`src/rtl/spi_tx_pkg.sv`:
```
// spi_tx_pkg: shared state encoding, SPI mode constants and word-length helper for spi_slave_tx_stream
// Optional: SPI_TX_PARITY_EN makes every word one bit longer (trailing even-parity bit).
package spi_tx_pkg;
    typedef enum logic [1:0] {IDLE, LOAD, SHIFT} state_t;
    localparam logic [1:0] MODE0 = 2'b00;
    localparam logic [1:0] MODE1 = 2'b01;
    localparam logic [1:0] MODE2 = 2'b10;
    localparam logic [1:0] MODE3 = 2'b11;
    function automatic int word_bits(input int data_w);
`ifdef SPI_TX_PARITY_EN
        return data_w + 1;
`else
        return data_w;
`endif
    endfunction
endpackage

```
`src/rtl/spi_pin_sync.sv`:
```
// spi_pin_sync: synchronises SCK and CS_N into clk and produces single-cycle edge pulses
// Ports: clk/rst system clock and async reset; sck/cs_n raw pins;
//        lead/trail SCK edge pulses relative to CPOL; cs_fall/cs_rise chip-select pulses.
module spi_pin_sync #(
    parameter int SYNC_STAGES = 2,
    parameter bit CPOL        = 1'b0
) (
    input  logic clk,
    input  logic rst,
    input  logic sck,
    input  logic cs_n,
    output logic lead,
    output logic trail,
    output logic cs_fall,
    output logic cs_rise
);
    logic [SYNC_STAGES-1:0] sck_s;
    logic [SYNC_STAGES-1:0] cs_s;
    logic sck_rise;
    logic sck_fall;
    always_ff @(posedge clk or posedge rst) begin
        if (rst) begin
            sck_s <= {SYNC_STAGES{CPOL}};
            cs_s  <= '1;
        end else begin
            sck_s <= {sck_s[SYNC_STAGES-2:0], sck};
            cs_s  <= {cs_s[SYNC_STAGES-2:0], cs_n};
        end
    end
    // Edges are taken between the two oldest stages so only settled values are compared.
    assign sck_rise = sck_s[SYNC_STAGES-2] & ~sck_s[SYNC_STAGES-1];
    assign sck_fall = ~sck_s[SYNC_STAGES-2] & sck_s[SYNC_STAGES-1];
    assign lead     = CPOL ? sck_fall : sck_rise;
    assign trail    = CPOL ? sck_rise : sck_fall;
    assign cs_fall  = ~cs_s[SYNC_STAGES-2] & cs_s[SYNC_STAGES-1];
    assign cs_rise  = cs_s[SYNC_STAGES-2] & ~cs_s[SYNC_STAGES-1];
endmodule

```
`src/rtl/spi_slave_tx_stream.sv`:
```
// spi_slave_tx_stream: SPI slave transmitter with one-deep holding buffer and seamless word streaming
// Ports: clk/rst system clock and async reset; tx_data/tx_valid/tx_ready word handshake;
//        spi_cs_n/spi_sck raw SPI pins; spi_miso/spi_miso_oe registered pad drive;
//        frame_done/frame_abort/underrun single-cycle status pulses.
// Optional: define SPI_TX_PARITY_EN to append an even-parity bit after every word.
module spi_slave_tx_stream
    import spi_tx_pkg::*;
#(
    parameter int                DATA_W        = 64,
    parameter bit                CPOL          = 1'b0,
    parameter bit                CPHA          = 1'b0,
    parameter bit                MSB_FIRST     = 1'b1,
    parameter bit                MISO_IDLE     = 1'b1,
    parameter logic [DATA_W-1:0] UNDERRUN_WORD = '1,
    parameter int                SYNC_STAGES   = 2
) (
    input  logic              clk,
    input  logic              rst,
    input  logic [DATA_W-1:0] tx_data,
    input  logic              tx_valid,
    output logic              tx_ready,
    input  logic              spi_cs_n,
    input  logic              spi_sck,
    output logic              spi_miso,
    output logic              spi_miso_oe,
    output logic              frame_done,
    output logic              frame_abort,
    output logic              underrun
);
    localparam int WB = word_bits(DATA_W);
    localparam int CW = $clog2(WB);
    localparam logic [CW-1:0] LAST = CW'(WB - 1);
`ifdef SPI_TX_PARITY_EN
    localparam logic [CW-1:0] PAR_IDX = CW'(DATA_W);
    logic par_q, par_d;
`endif
    state_t state, state_d;
    logic [CW-1:0] cnt, cnt_d;
    logic started, started_d;
    logic [DATA_W-1:0] shreg, shreg_d, hold, hold_d, word;
    logic full, full_d;
    logic miso_d, oe_d, done_d, abort_d, under_d;
    logic reload, emit, emit_par, accept;
    logic lead, trail, cs_fall, cs_rise, shift_edge;

    spi_pin_sync #(.SYNC_STAGES(SYNC_STAGES), .CPOL(CPOL)) u_sync (
        .clk(clk), .rst(rst), .sck(spi_sck), .cs_n(spi_cs_n),
        .lead(lead), .trail(trail), .cs_fall(cs_fall), .cs_rise(cs_rise)
    );

    assign shift_edge = CPHA ? lead : trail;
    assign tx_ready   = ~full;

    always_ff @(posedge clk or posedge rst) begin
        if (rst) begin
            state       <= IDLE;
            cnt         <= '0;
            started     <= 1'b0;
            shreg       <= '0;
            hold        <= '0;
            full        <= 1'b0;
            spi_miso    <= MISO_IDLE;
            spi_miso_oe <= 1'b0;
            frame_done  <= 1'b0;
            frame_abort <= 1'b0;
            underrun    <= 1'b0;
`ifdef SPI_TX_PARITY_EN
            par_q       <= 1'b0;
`endif
        end else begin
            state       <= state_d;
            cnt         <= cnt_d;
            started     <= started_d;
            shreg       <= shreg_d;
            hold        <= hold_d;
            full        <= full_d;
            spi_miso    <= miso_d;
            spi_miso_oe <= oe_d;
            frame_done  <= done_d;
            frame_abort <= abort_d;
            underrun    <= under_d;
`ifdef SPI_TX_PARITY_EN
            par_q       <= par_d;
`endif
        end
    end

    // cnt counts shift edges modulo the word length, so a frame ended on a word
    // boundary is exactly "cnt == 0 after at least one edge" in every mode.
    always_comb begin
        state_d   = state;
        cnt_d     = cnt;
        started_d = started;
        miso_d    = spi_miso;
        oe_d      = spi_miso_oe;
        done_d    = 1'b0;
        abort_d   = 1'b0;
        reload    = 1'b0;
        emit      = 1'b0;
        emit_par  = 1'b0;
        if (cs_rise) begin
            state_d   = IDLE;
            cnt_d     = '0;
            started_d = 1'b0;
            miso_d    = MISO_IDLE;
            oe_d      = 1'b0;
            done_d    = started && cnt == '0;
            abort_d   = !(started && cnt == '0);
        end else begin
            case (state)
                IDLE: state_d = cs_fall ? LOAD : IDLE;
                LOAD: begin
                    state_d   = SHIFT;
                    cnt_d     = '0;
                    started_d = 1'b0;
                    oe_d      = 1'b1;
                    reload    = 1'b1;
                    emit      = !CPHA;
                end
                SHIFT: if (shift_edge) begin
                    started_d = 1'b1;
                    cnt_d     = (cnt == LAST) ? '0 : cnt + CW'(1);
                    emit      = 1'b1;
                    // CPHA=0 drives bit cnt+1 (first bit was driven in LOAD);
                    // CPHA=1 drives bit cnt, so its reload waits for the first edge of the next word.
                    reload    = CPHA ? (cnt == '0 && started) : (cnt == LAST);
`ifdef SPI_TX_PARITY_EN
                    emit_par  = CPHA ? (cnt == PAR_IDX) : (cnt == PAR_IDX - CW'(1));
`endif
                end
                default: state_d = IDLE;
            endcase
        end
        word    = reload ? (full ? hold : UNDERRUN_WORD) : shreg;
        under_d = reload && !full;
        shreg_d = emit ? (MSB_FIRST ? {word[DATA_W-2:0], 1'b0} : {1'b0, word[DATA_W-1:1]}) : word;
        if (emit) miso_d = MSB_FIRST ? word[DATA_W-1] : word[0];
`ifdef SPI_TX_PARITY_EN
        par_d = reload ? ^word : par_q;
        if (emit_par) miso_d = par_q;
`endif
        accept = tx_valid && !full;
        full_d = accept || (full && !reload);
        hold_d = accept ? tx_data : hold;
    end
endmodule

```
`config.mk`:
```
export PLATFORM = sky130hd
export DESIGN_NAME = spi_slave_tx_stream
export DESIGN_NICKNAME = d
export VERILOG_FILES = /design/src/rtl/spi_tx_pkg.sv /design/src/rtl/spi_pin_sync.sv /design/src/rtl/spi_slave_tx_stream.sv
export SDC_FILE = /design/constraint.sdc
export NUM_CORES = 1
export LEC_CHECK = 0
export ABC_CLOCK_PERIOD_IN_PS = 9000
export CAP_MARGIN = 20
export CORE_MARGIN = 3
export CORE_UTILIZATION = 59
export DETAILED_ROUTE_END_ITERATION = 10
export PLACE_DENSITY_LB_ADDON = 0.1
export SLEW_MARGIN = 0
export SYNTH_ARGS = -nofsm -noshare
export SYNTH_HDL_FRONTEND = slang
export SYNTH_SLANG_ARGS = --single-unit
```
`constraint.sdc`:
```
create_clock -name clk -period 9 [get_ports clk]
set_input_delay 0.9 -clock clk [delete_from_list [all_inputs] [get_ports clk]]
set_output_delay 0.9 -clock clk [all_outputs]
set_load 0.03 [all_outputs]
```
==> flow_metrics.env, run 1 <==
export IMPL_hold_buffers=0
export IMPL_yosysWarnings=0
export IMPL_drv_cap=0
export IMPL_grt_start_max_net_pins=117
export IMPL_ys_seq_area_share_pct=61.0
export IMPL_synth_common_cells="dfrtp_1, mux2_2, nand2_1"
export IMPL_synth_edff_count=0
export IMPL_r2r_start="cnt[0]"
export IMPL_post_route_period_util_pct=29.7
export IMPL_clockPowerShare_pct=29.7
export IMPL_nets=631
export IMPL_arrival_ns=3.09
export IMPL_placed_cell_area_mm2=0.00680
export IMPL_cts_tree="built"
export IMPL_yosysMostFrequentCell="dfrtp_1"
export IMPL_cp_start_kind="input pin"
export IMPL_syn_area_per_cell_um2=12.2
export IMPL_antenna_found_initial=0
export IMPL_dieArea_mm2=0.0115
export IMPL_grtUsageTotal_pct=22.7
export IMPL_fp_row_count=36
export IMPL_worst_setup_path_end_kind="flip-flop"
export IMPL_yosys_area_top_type="dfrtp_1"
export IMPL_h_tree_depth=4
export IMPL_drt_iter0_markers=245
export IMPL_p_sw_share_pct=28.9
export IMPL_rsz0062_at_grt="no"
export IMPL_drc_errors=0
export IMPL_crit_required_ns=9.41
export IMPL_ys_ff_latch=147
export IMPL_grt_overflow=0
export IMPL_combPwrFrac_pct=21.6
export IMPL_finalInstanceArea_mm2=0.00737
export IMPL_yosys_most_used_dff="dfrtp_1"
export IMPL_r2r_end="shreg[23]"
export IMPL_crit_type="in -> reg"
export IMPL_vdd_drop_max_mv=0.168
export IMPL_fp_dieW_um=107
export IMPL_synth_cell_types=41
export IMPL_power_switching_w=0.000656
export IMPL_power_density_mw_per_mm2=308
export IMPL_numCtsBuffers=17
export IMPL_fp_dieH_um=107
export IMPL_clkTransAtPathRegs_ns=0.06
export IMPL_clock_fmax_mhz=374
export IMPL_p_leak_nw=3.13
export IMPL_hold_path_class="reg -> reg"
export IMPL_clock_sinks=147
export IMPL_synth_top_area_share_pct=59.7
export IMPL_setup_viol=0
export IMPL_start_util_pct=61.2
export IMPL_hpwl_um=7380
export IMPL_reg2regPathDepth=6
export IMPL_num_antenna_cells=0
export IMPL_fin_skew_ns=0.0145
export IMPL_root_buffer="clkbuf_8"
export IMPL_firstDrtPassIters=4
export IMPL_cts_buffer_depth=2
export IMPL_area_delta_synth_final_pct=22.0
export IMPL_post_cts_resize_count=0
export IMPL_reg2reg_slack_ns=6.41
export IMPL_synthesis_nets=569
export IMPL_core_region_area_mm2=0.00986
export IMPL_grt_pass1_vias=4245
export IMPL_grt_pass1_wl_um=20300
export IMPL_routabilityCongestion=0.832
export IMPL_insertion_delay_ns=0.53
export IMPL_ant_nets=0
export IMPL_num_vias=4045
export IMPL_routed_via_density=5.75
export IMPL_setup_tns_ns=0
export IMPL_netlist_top_cells_area="dfrtp_1, mux2_2, o22ai_1"
export IMPL_pin_count=75
export IMPL_wl_per_cell_um=17.1
export IMPL_slew_violations=0
export IMPL_worst_pin_slew_ns=0.962
export IMPL_hold_path_end="u_sync.cs_s[1]"
export IMPL_status="completed"
export IMPL_async_flop_share_pct=100
export IMPL_fin_crit_ns=2.68
export IMPL_io_buffers=74
export IMPL_syn_cell_area_mm2=0.00604
export IMPL_intPower_w=0.00161
export IMPL_pwr_share_seq_pct=48.7
export IMPL_hp_start="u_sync.cs_s[0]"
export IMPL_drive_above_1_share_pct=20.0
export IMPL_post_cts_buffers=0
export IMPL_hold_violations=0
export IMPL_holdPathStages=0
export IMPL_routed_wl_um=12100
export IMPL_relSlewSlack_pct=35.9
export IMPL_synthCells=495
export IMPL_critPathMaxFanout=34
==> metrics by stage <==
| stage | util, % | power (W) | hold slack, ns | setup WS (ns) | instances |
|---|---|---|---|---|---|
| global route | 74.7 | 0.00241 | 0.395 | 6.20 | 703 |
| global placement | 68.9 | 0.00156 | 0.374 | 5.83 | 671 |
| floorplan | - | 0.00145 | 0.359 | 4.15 | 495 |
| CTS | 74.7 | 0.00229 | 0.388 | 6.31 | 703 |
| finish | 74.7 | 0.00227 | 0.386 | 6.32 | 703 |
| detailed placement | 68.9 | 0.00160 | 0.379 | 5.78 | 671 |
==> cell type report <==
type,instances,area (um^2)
fillers,647,2500
repair buffers,79,778
clock inverters,14,144
multi-input cells,306,2140
clock buffers,18,428
inverters,6,27.5
well taps,133,166
flip-flops and latches,147,3680
==> registers in the layout (all words and copies together) (netlist names), 2 cells and up <==
| name | count |
|---|---|
| u_sync.cs_s | 2 |
| cnt | 6 |
| u_sync.sck_s | 2 |
| hold | 64 |
| state | 2 |
| shreg | 64 |
==> worst max-delay path, cell delays in order <==
cell and delay (ns):
clkdlybuf4s50_1 0.49, nor2b_4 0.73, buf_4 0.52, mux2_2 0.39
==> routing by layer <==
layer	vias to the layer above	routed length, um	track usage, %
met5	-	0	0
met4	0	193	8.40
met3	14	403	5.00
met2	87	6280	39.5
met1	2032	5180	27.8
li1	1912	-	-
==> kinds of logic (layout without fill, tap and decap cells) <==
family,after synthesis,count (layout),synth area share [%]
AO/OA/AOI/OAI,136,136,14.2
XOR/XNOR,1,1,0.145
AND/OR/NAND/NOR,99,99,7.81
multiplexers,65,65,12.1
flip-flops,147,147,61.0
buffers and inverters,42,117,3.69
adder cells (fa/ha/maj),5,5,1.04
==> layout by cell type, fill, tap and decap left out, types with 2 or more instances in the layout <==
cell type / instances
a21oi_1: 4
and3_1: 5
buf_4: 5
clkbuf_16: 16
clkbuf_8: 2
clkdlybuf4s50_1: 74
clkinv_4: 4
clkinvlp_4: 2
dfrtp_1: 144
dfstp_2: 3
ha_1: 5
inv_1: 5
inv_6: 7
mux2_2: 64
nand2_1: 60
nand2b_1: 11
nand3_1: 4
nor2_1: 5
nor3_1: 2
o21ai_0: 49
o21ai_1: 11
o221a_1: 9
o221a_2: 2
o22ai_1: 53
or2b_1: 2
==> power by group through the flow <==
stage / logic (W) / registers, W / clock network (W)
2_1_floorplan: 0.000390 / 0.00106 / 0
3_3_place_gp: 0.000458 / 0.00110 / 0
3_5_place_dp: 0.000487 / 0.00111 / 0
4_1_cts: 0.000496 / 0.00111 / 0.000687
5_1_grt: 0.000550 / 0.00114 / 0.000716
6_report: 0.000489 / 0.00111 / 0.000675
==> worst max path at each step <==
stage / from / to / slack, ns / depth (start not counted)
global placement: tx_valid / hold[29] / 5.83 / 4
global route: cnt[0] / shreg[23] / 6.20 / 6
CTS: full / tx_ready / 6.31 / 2
detailed placement: tx_valid / hold[18] / 5.78 / 4
floorplan: rst / cnt[0] / 4.15 / 1
finish: tx_valid / hold[8] / 6.32 / 4
(Power assumes the default switching activity.)
==> run 2, diff against run 1 <==
--- a/config.mk
+++ b/config.mk
@@ -5,10 +5,10 @@
 export SDC_FILE = /design/constraint.sdc
 export NUM_CORES = 1
 export LEC_CHECK = 0
-export ABC_CLOCK_PERIOD_IN_PS = 9000
+export ABC_CLOCK_PERIOD_IN_PS = 2700
 export CAP_MARGIN = 20
 export CORE_MARGIN = 3
-export CORE_UTILIZATION = 59
+export CORE_UTILIZATION = 55
 export DETAILED_ROUTE_END_ITERATION = 10
 export PLACE_DENSITY_LB_ADDON = 0.1
 export SLEW_MARGIN = 0
==> constraint.sdc (replaced) <==
create_clock -name clk -period 2.7 [get_ports clk]
set_input_delay 0.27 -clock clk [delete_from_list [all_inputs] [get_ports clk]]
set_output_delay 0.27 -clock clk [all_outputs]
set_load 0.03 [all_outputs]
==> run 2 against run 1 <==
Critical path depth increased by 2. Combinational power grew to 3.4 times the previous value. Flip-flop and latch count did not move. Via count rose by 0.94%. Non-clock buffer count is 6 higher. Wire length grew 0.32%. Largest cell class unchanged. Highest routed layer unchanged.
==> flow_metrics.env, run 2 (synthesis gave the netlist of run 1 again) <==
export IMPL_fin_util_pct=70.8
export IMPL_drv_cap=0
export IMPL_crit_type="reg -> reg"
export IMPL_p_sw_share_pct=28.5
export IMPL_crit_required_ns=3.12
export IMPL_fin_skew_ns=0.00949
export IMPL_antenna_found_initial=0
export IMPL_num_antenna_cells=0
export IMPL_status="completed"
export IMPL_hp_start="spi_cs_n"
export IMPL_cp_start_kind="flip-flop"
export IMPL_hold_violations=0
export IMPL_post_cts_buffers=0
export IMPL_fp_dieW_um=111
export IMPL_hold_path_class="in -> reg"
export IMPL_setup_viol=0
export IMPL_nets=637
export IMPL_drt_iter0_markers=282
export IMPL_numCtsBuffers=17
export IMPL_firstDrtPassIters=4
export IMPL_routed_wl_um=12100
export IMPL_p_total_w=0.00756
export IMPL_slowest_stage="nand4b_1"
export IMPL_root_buffer="clkbuf_8"
export IMPL_hpwl_um=7410
export IMPL_post_route_period_util_pct=90.3
export IMPL_r2r_start="state[0]"
export IMPL_crit_family="simple AND/OR/NAND/NOR gates"
export IMPL_routabilityCongestion=0.764
export IMPL_critPathMaxFanout=11
export IMPL_ant_nets=0
export IMPL_combPwrFrac_pct=21.8
export IMPL_grtUsageTotal_pct=20.6
export IMPL_clock_sinks=147
export IMPL_worst_path_buf_inv=1
export IMPL_reg2reg_slack_ns=0.26
export IMPL_reg2regPathDepth=6
export IMPL_hold_path_end="u_sync.cs_s[0]"
export IMPL_vdd_drop_max_mv=0.584
export IMPL_worst_path_stages=6
export IMPL_h_tree_depth=4
export IMPL_grt_overflow=0
export IMPL_core_region_area_mm2=0.0105
export IMPL_dr_wl_met2_um=6130
export IMPL_wl_per_cell_um=17.0
export IMPL_max_stage_delay_ns=0.57
export IMPL_met1Wirelength_um=5220
export IMPL_rsz0062_at_grt="no"
export IMPL_insertion_delay_ns=0.54
export IMPL_grt_pass1_vias=4197
export IMPL_route_met3_wl_um=604
export IMPL_p_leak_nw=3.15
export IMPL_drc_errors=0
export IMPL_top_layer_used="met4"
export IMPL_setup_tns_ns=0
export IMPL_start_util_pct=57.5
export IMPL_final_cell_mix="dfrtp_1, clkdlybuf4s50_1, mux2_2"
export IMPL_seq_area_mm2=0.00368
export IMPL_num_vias=4083
export IMPL_holdPathStages=1
export IMPL_fp_row_count=37
export IMPL_grt_start_max_net_pins=148
export IMPL_area_delta_synth_final_pct=23.2
export IMPL_intPower_w=0.00541
export IMPL_dieArea_mm2=0.0123
export IMPL_fin_crit_ns=2.44
export IMPL_final_common_cell="dfrtp_1"
export IMPL_path_cells="inv_1, ha_1, nand3b_1, nor2_2, nand4b_1, o221a_2"
export IMPL_pin_count=75
export IMPL_fill_cells=775
export IMPL_routed_via_density=5.73
export IMPL_clkTransAtPathRegs_ns=0.06
export IMPL_worst_pin_slew_ns=0.747
export IMPL_worst_setup_path_end_kind="flip-flop"
export IMPL_post_cts_resize_count=0
export IMPL_pwr_share_seq_pct=48.7
export IMPL_drive_above_1_share_pct=20.8
export IMPL_relSlewSlack_pct=50.2
export IMPL_cts_buffer_depth=2
export IMPL_fp_dieH_um=111
export IMPL_slew_violations=0
export IMPL_r2r_end="shreg[8]"
export IMPL_cts_tree="built"
export IMPL_grt_pass1_wl_um=20400
export IMPL_clockPowerShare_pct=29.5
export IMPL_multi_input_area_mm2=0.00214
export IMPL_io_buffers=74
export IMPL_top_regs="hold (64), shreg (64), cnt (6)"
export IMPL_arrival_ns=2.86
export IMPL_power_density_mw_per_mm2=1020
export IMPL_power_switching_w=0.00215
export IMPL_clock_fmax_mhz=410
export IMPL_hold_buffers=0
[run 2: cell count changes in the layout (fill, tap and decap cells not counted)]
cell / before / now
clkinvlp_4: 2 / 6
clkinv_2: 0 / 2
inv_6: 7 / 4
clkinv_4: 4 / 0
buf_16: 0 / 1
buf_4: 5 / 9
buf_12: 0 / 1
clkbuf_8: 2 / 3
[run 2: worst max path at each step]
| stage | startpoint | slack [ns] | endpoint |
|---|---|---|---|
| detailed placement | cnt[0] | 0.32 | shreg[38] |
| CTS | state[0] | 0.24 | shreg[4] |
| global route | state[0] | 0.03 | shreg[8] |
| finish | state[0] | 0.26 | shreg[8] |
| global placement | state[0] | 0.39 | shreg[8] |
| floorplan | rst | 0.59 | cnt[0] |
[run 2: final cells by class]
| class | count | share of cell area [%] |
|---|---|---|
| well taps | 136 | 2.29 |
| multi-input cells | 306 | 28.8 |
| repair buffers | 85 | 11.5 |
| flip-flops and latches | 147 | 49.5 |
| inverters | 6 | 0.353 |
| clock buffers | 19 | 5.94 |
| clock inverters | 13 | 1.66 |
[run 2: metal layers]
metal / vias to the layer above / track usage (%)
met2: 113 / 33.2
met3: 15 / 5.40
li1: 1929 / -
met5: - / 0
met4: 0 / 7.31
met1: 2026 / 27.1
[run 2: worst register-to-register path, delay by kind of cell (launching register included)]
kind	cells	cell delay, ns
DFF	1	0.41
AOI/OAI and AO/OA	1	0.48
and+or+nand+nor	3	1.10
adders and majority gates	1	0.25
buffers and inverters	1	0.10
[run 2: power by group through the flow]
stage	Sequential, W	Clock (W)	Combinational [W]
6_report	0.00368	0.00223	0.00165
4_1_cts	0.00369	0.00226	0.00165
3_5_place_dp	0.00371	0	0.00163
2_1_floorplan	0.00354	0	0.00130
3_3_place_gp	0.00368	0	0.00153
5_1_grt	0.00380	0.00237	0.00185
[run 2: metrics by stage]
stage	worst slack, ns	std cells	cell area [um^2]	hold slack, ns
3_5_place_dp	0.324	679	6850	0.376
2_1_floorplan	0.585	495	6040	0.274
6_report	0.261	712	7440	0.145
4_1_cts	0.240	711	7410	0.128
3_3_place_gp	0.389	679	6850	0.372
5_1_grt	0.0288	712	7440	0.139
==> run 3, diff against run 2 <==
--- a/config.mk
+++ b/config.mk
@@ -6,11 +6,12 @@
 export NUM_CORES = 1
 export LEC_CHECK = 0
 export ABC_CLOCK_PERIOD_IN_PS = 2700
-export CAP_MARGIN = 20
 export CORE_MARGIN = 3
 export CORE_UTILIZATION = 55
+export CTS_CLUSTER_DIAMETER = 50
 export DETAILED_ROUTE_END_ITERATION = 10
 export PLACE_DENSITY_LB_ADDON = 0.1
+export REMOVE_ABC_BUFFERS = 1
 export SLEW_MARGIN = 0
 export SYNTH_ARGS = -nofsm -noshare
 export SYNTH_HDL_FRONTEND = slang
==> run 3 against run 2 <==
Global-route usage hardly changed. Power up 1.2%. Critical path depth fell by 1. Clock skew down 0.0031 ns. Largest cell class unchanged. Register-to-register slack worse by 0.04 ns. Sequential power barely moved. Largest power group unchanged. Clock power rose by 3%. Wire length fell by 0.94%.
==> flow_metrics.env, run 3 (synthesis gave the netlist of run 1 again) <==
export IMPL_start_util_pct=57.5
export IMPL_fp_row_count=37
export IMPL_post_route_period_util_pct=91.7
export IMPL_grt_pass1_vias=4225
export IMPL_clock_sinks=147
export IMPL_core_region_area_mm2=0.0105
export IMPL_slew_violations=0
export IMPL_insertion_delay_ns=0.52
export IMPL_path_cells="ha_1, and3_1, a31o_2, o22ai_1, o21ai_0"
export IMPL_place_inst=677
export IMPL_fin_crit_ns=2.48
export IMPL_final_cells=709
export IMPL_root_buffer="clkbuf_8"
export IMPL_fill_cells=733
export IMPL_clkTransAtPathRegs_ns=0.06
export IMPL_relSlewSlack_pct=23.7
export IMPL_hold_path_class="in -> async"
export IMPL_reg2regPathDepth=5
export IMPL_cts_buffer_depth=2
export IMPL_cp_start_kind="flip-flop"
export IMPL_drc_errors=0
export IMPL_crit_type="reg -> reg"
export IMPL_top_regs="hold (64), shreg (64), cnt (6)"
export IMPL_grtUsageTotal_pct=20.6
export IMPL_max_stage_delay_ns=0.95
export IMPL_grt_start_max_net_pins=65
export IMPL_status="completed"
export IMPL_worst_setup_path_end_kind="flip-flop"
export IMPL_area_delta_synth_final_pct=23.4
export IMPL_firstDrtPassIters=4
export IMPL_vdd_drop_max_mv=0.581
export IMPL_fp_dieH_um=111
export IMPL_intPower_w=0.00552
export IMPL_antenna_found_initial=0
export IMPL_slowest_stage="a31o_2"
export IMPL_power_switching_w=0.00212
export IMPL_setup_viol=0
export IMPL_hold_violations=0
export IMPL_nets=634
export IMPL_drt_iter0_markers=205
export IMPL_ant_nets=0
export IMPL_worst_path_buf_inv=0
export IMPL_clockPowerShare_pct=30.0
export IMPL_crit_family="compound AO/OA/AOI/OAI gates"
export IMPL_reg2reg_slack_ns=0.22
export IMPL_routed_wl_um=12000
export IMPL_post_cts_buffers=0
export IMPL_routed_via_density=5.83
export IMPL_cts_tree="built"
export IMPL_final_cell_mix="dfrtp_1, clkdlybuf4s50_1, mux2_2"
export IMPL_hpwl_um=7430
export IMPL_grt_overflow=0
export IMPL_num_vias=4130
export IMPL_h_tree_depth=4
export IMPL_hold_buffers=0
export IMPL_numCtsBuffers=17
export IMPL_worst_pin_slew_ns=1.14
export IMPL_dieArea_mm2=0.0123
export IMPL_pwr_share_seq_pct=48.5
export IMPL_fin_skew_ns=0.00641
export IMPL_r2r_end="shreg[42]"
export IMPL_setup_tns_ns=0
export IMPL_final_common_cell="dfrtp_1"
export IMPL_p_sw_share_pct=27.8
export IMPL_combPwrFrac_pct=21.5
export IMPL_crit_required_ns=3.12
export IMPL_fp_dieW_um=111
export IMPL_num_antenna_cells=0
export IMPL_critPathMaxFanout=53
export IMPL_routabilityCongestion=0.858
export IMPL_r2r_start="cnt[0]"
export IMPL_drive_above_1_share_pct=20.2
export IMPL_power_density_mw_per_mm2=1030
export IMPL_grt_pass1_wl_um=20600
export IMPL_p_leak_nw=3.16
export IMPL_arrival_ns=2.90
export IMPL_rsz0062_at_grt="no"
export IMPL_clock_fmax_mhz=404
export IMPL_drv_cap=0
export IMPL_post_cts_resize_count=0
export IMPL_pin_count=75
export IMPL_io_buffers=74
export IMPL_wl_per_cell_um=16.9
## run 3: cell types whose count changed in the layout (fill, tap and decap cells not counted), sizes merged
| cell | previous run | this run |
|---|---|---|
| bufinv | 1 | 3 |
| buf | 11 | 8 |
| clkbuf | 19 | 18 |
| clkinvlp | 6 | 3 |
| clkinv | 2 | 8 |
| inv | 10 | 6 |
## run 3: worst max path at each step
stage | end | from | cells past startpoint
6_report | shreg[42] | cnt[0] | 5
5_1_grt | shreg[42] | cnt[1] | 5
4_1_cts | shreg[42] | cnt[0] | 5
3_5_place_dp | shreg[15] | cnt[0] | 5
3_3_place_gp | shreg[8] | state[0] | 6
2_1_floorplan | cnt[0] | rst | 1
## run 3: power groups by stage
stage               Combinational, W  Sequential [W]  Clock [W]
finish                       0.00164         0.00371    0.00230
global placement             0.00153         0.00369          0
CTS                          0.00165         0.00371    0.00233
global route                 0.00185         0.00383    0.00243
detailed placement           0.00163         0.00372          0
floorplan                    0.00126         0.00354          0
## run 3: through the flow
step	util [%]	area (um^2)	hold WS (ns)	power [W]	setup slack [ns]
2_1_floorplan	-	5840	0.274	0.00480	-1.52
3_3_place_gp	65.4	6870	0.375	0.00523	0.407
3_5_place_dp	65.4	6870	0.379	0.00535	0.329
4_1_cts	70.9	7450	0.137	0.00770	0.278
5_1_grt	70.9	7450	0.167	0.00811	0.0764
6_report	70.9	7450	0.134	0.00765	0.224
## run 3: worst register-to-register path, stage by stage, from the launching register on
cell     delay [ns]
dfrtp_1        0.42
ha_1           0.22
and3_1         0.31
a31o_2         0.95
o22ai_1        0.23
o21ai_0        0.25
## run 3: area by class of cell
| cell class | instances | area, um^2 | share of cell area (%) |
|---|---|---|---|
| clock buffer | 18 | 418 | 5.61 |
| clock inverter | 14 | 164 | 2.20 |
| timing repair buffer | 82 | 851 | 11.4 |
| inverter | 6 | 27.5 | 0.369 |
| multi-input combinational | 306 | 2140 | 28.7 |
| tap | 136 | 170 | 2.28 |
| sequential | 147 | 3680 | 49.4 |
## run 3: layer usage
layer / up-vias / part of all wire [%] / wire (um) / global-route usage (%)
met1: 2071 / 44 / 5260 / 26.9
met2: 114 / 50 / 6030 / 33.4
li1: 1924 / - / - / -
met4: 0 / 1.5 / 180 / 7.47
met5: - / 0 / 0 / 0
met3: 21 / 4.2 / 508 / 5.40
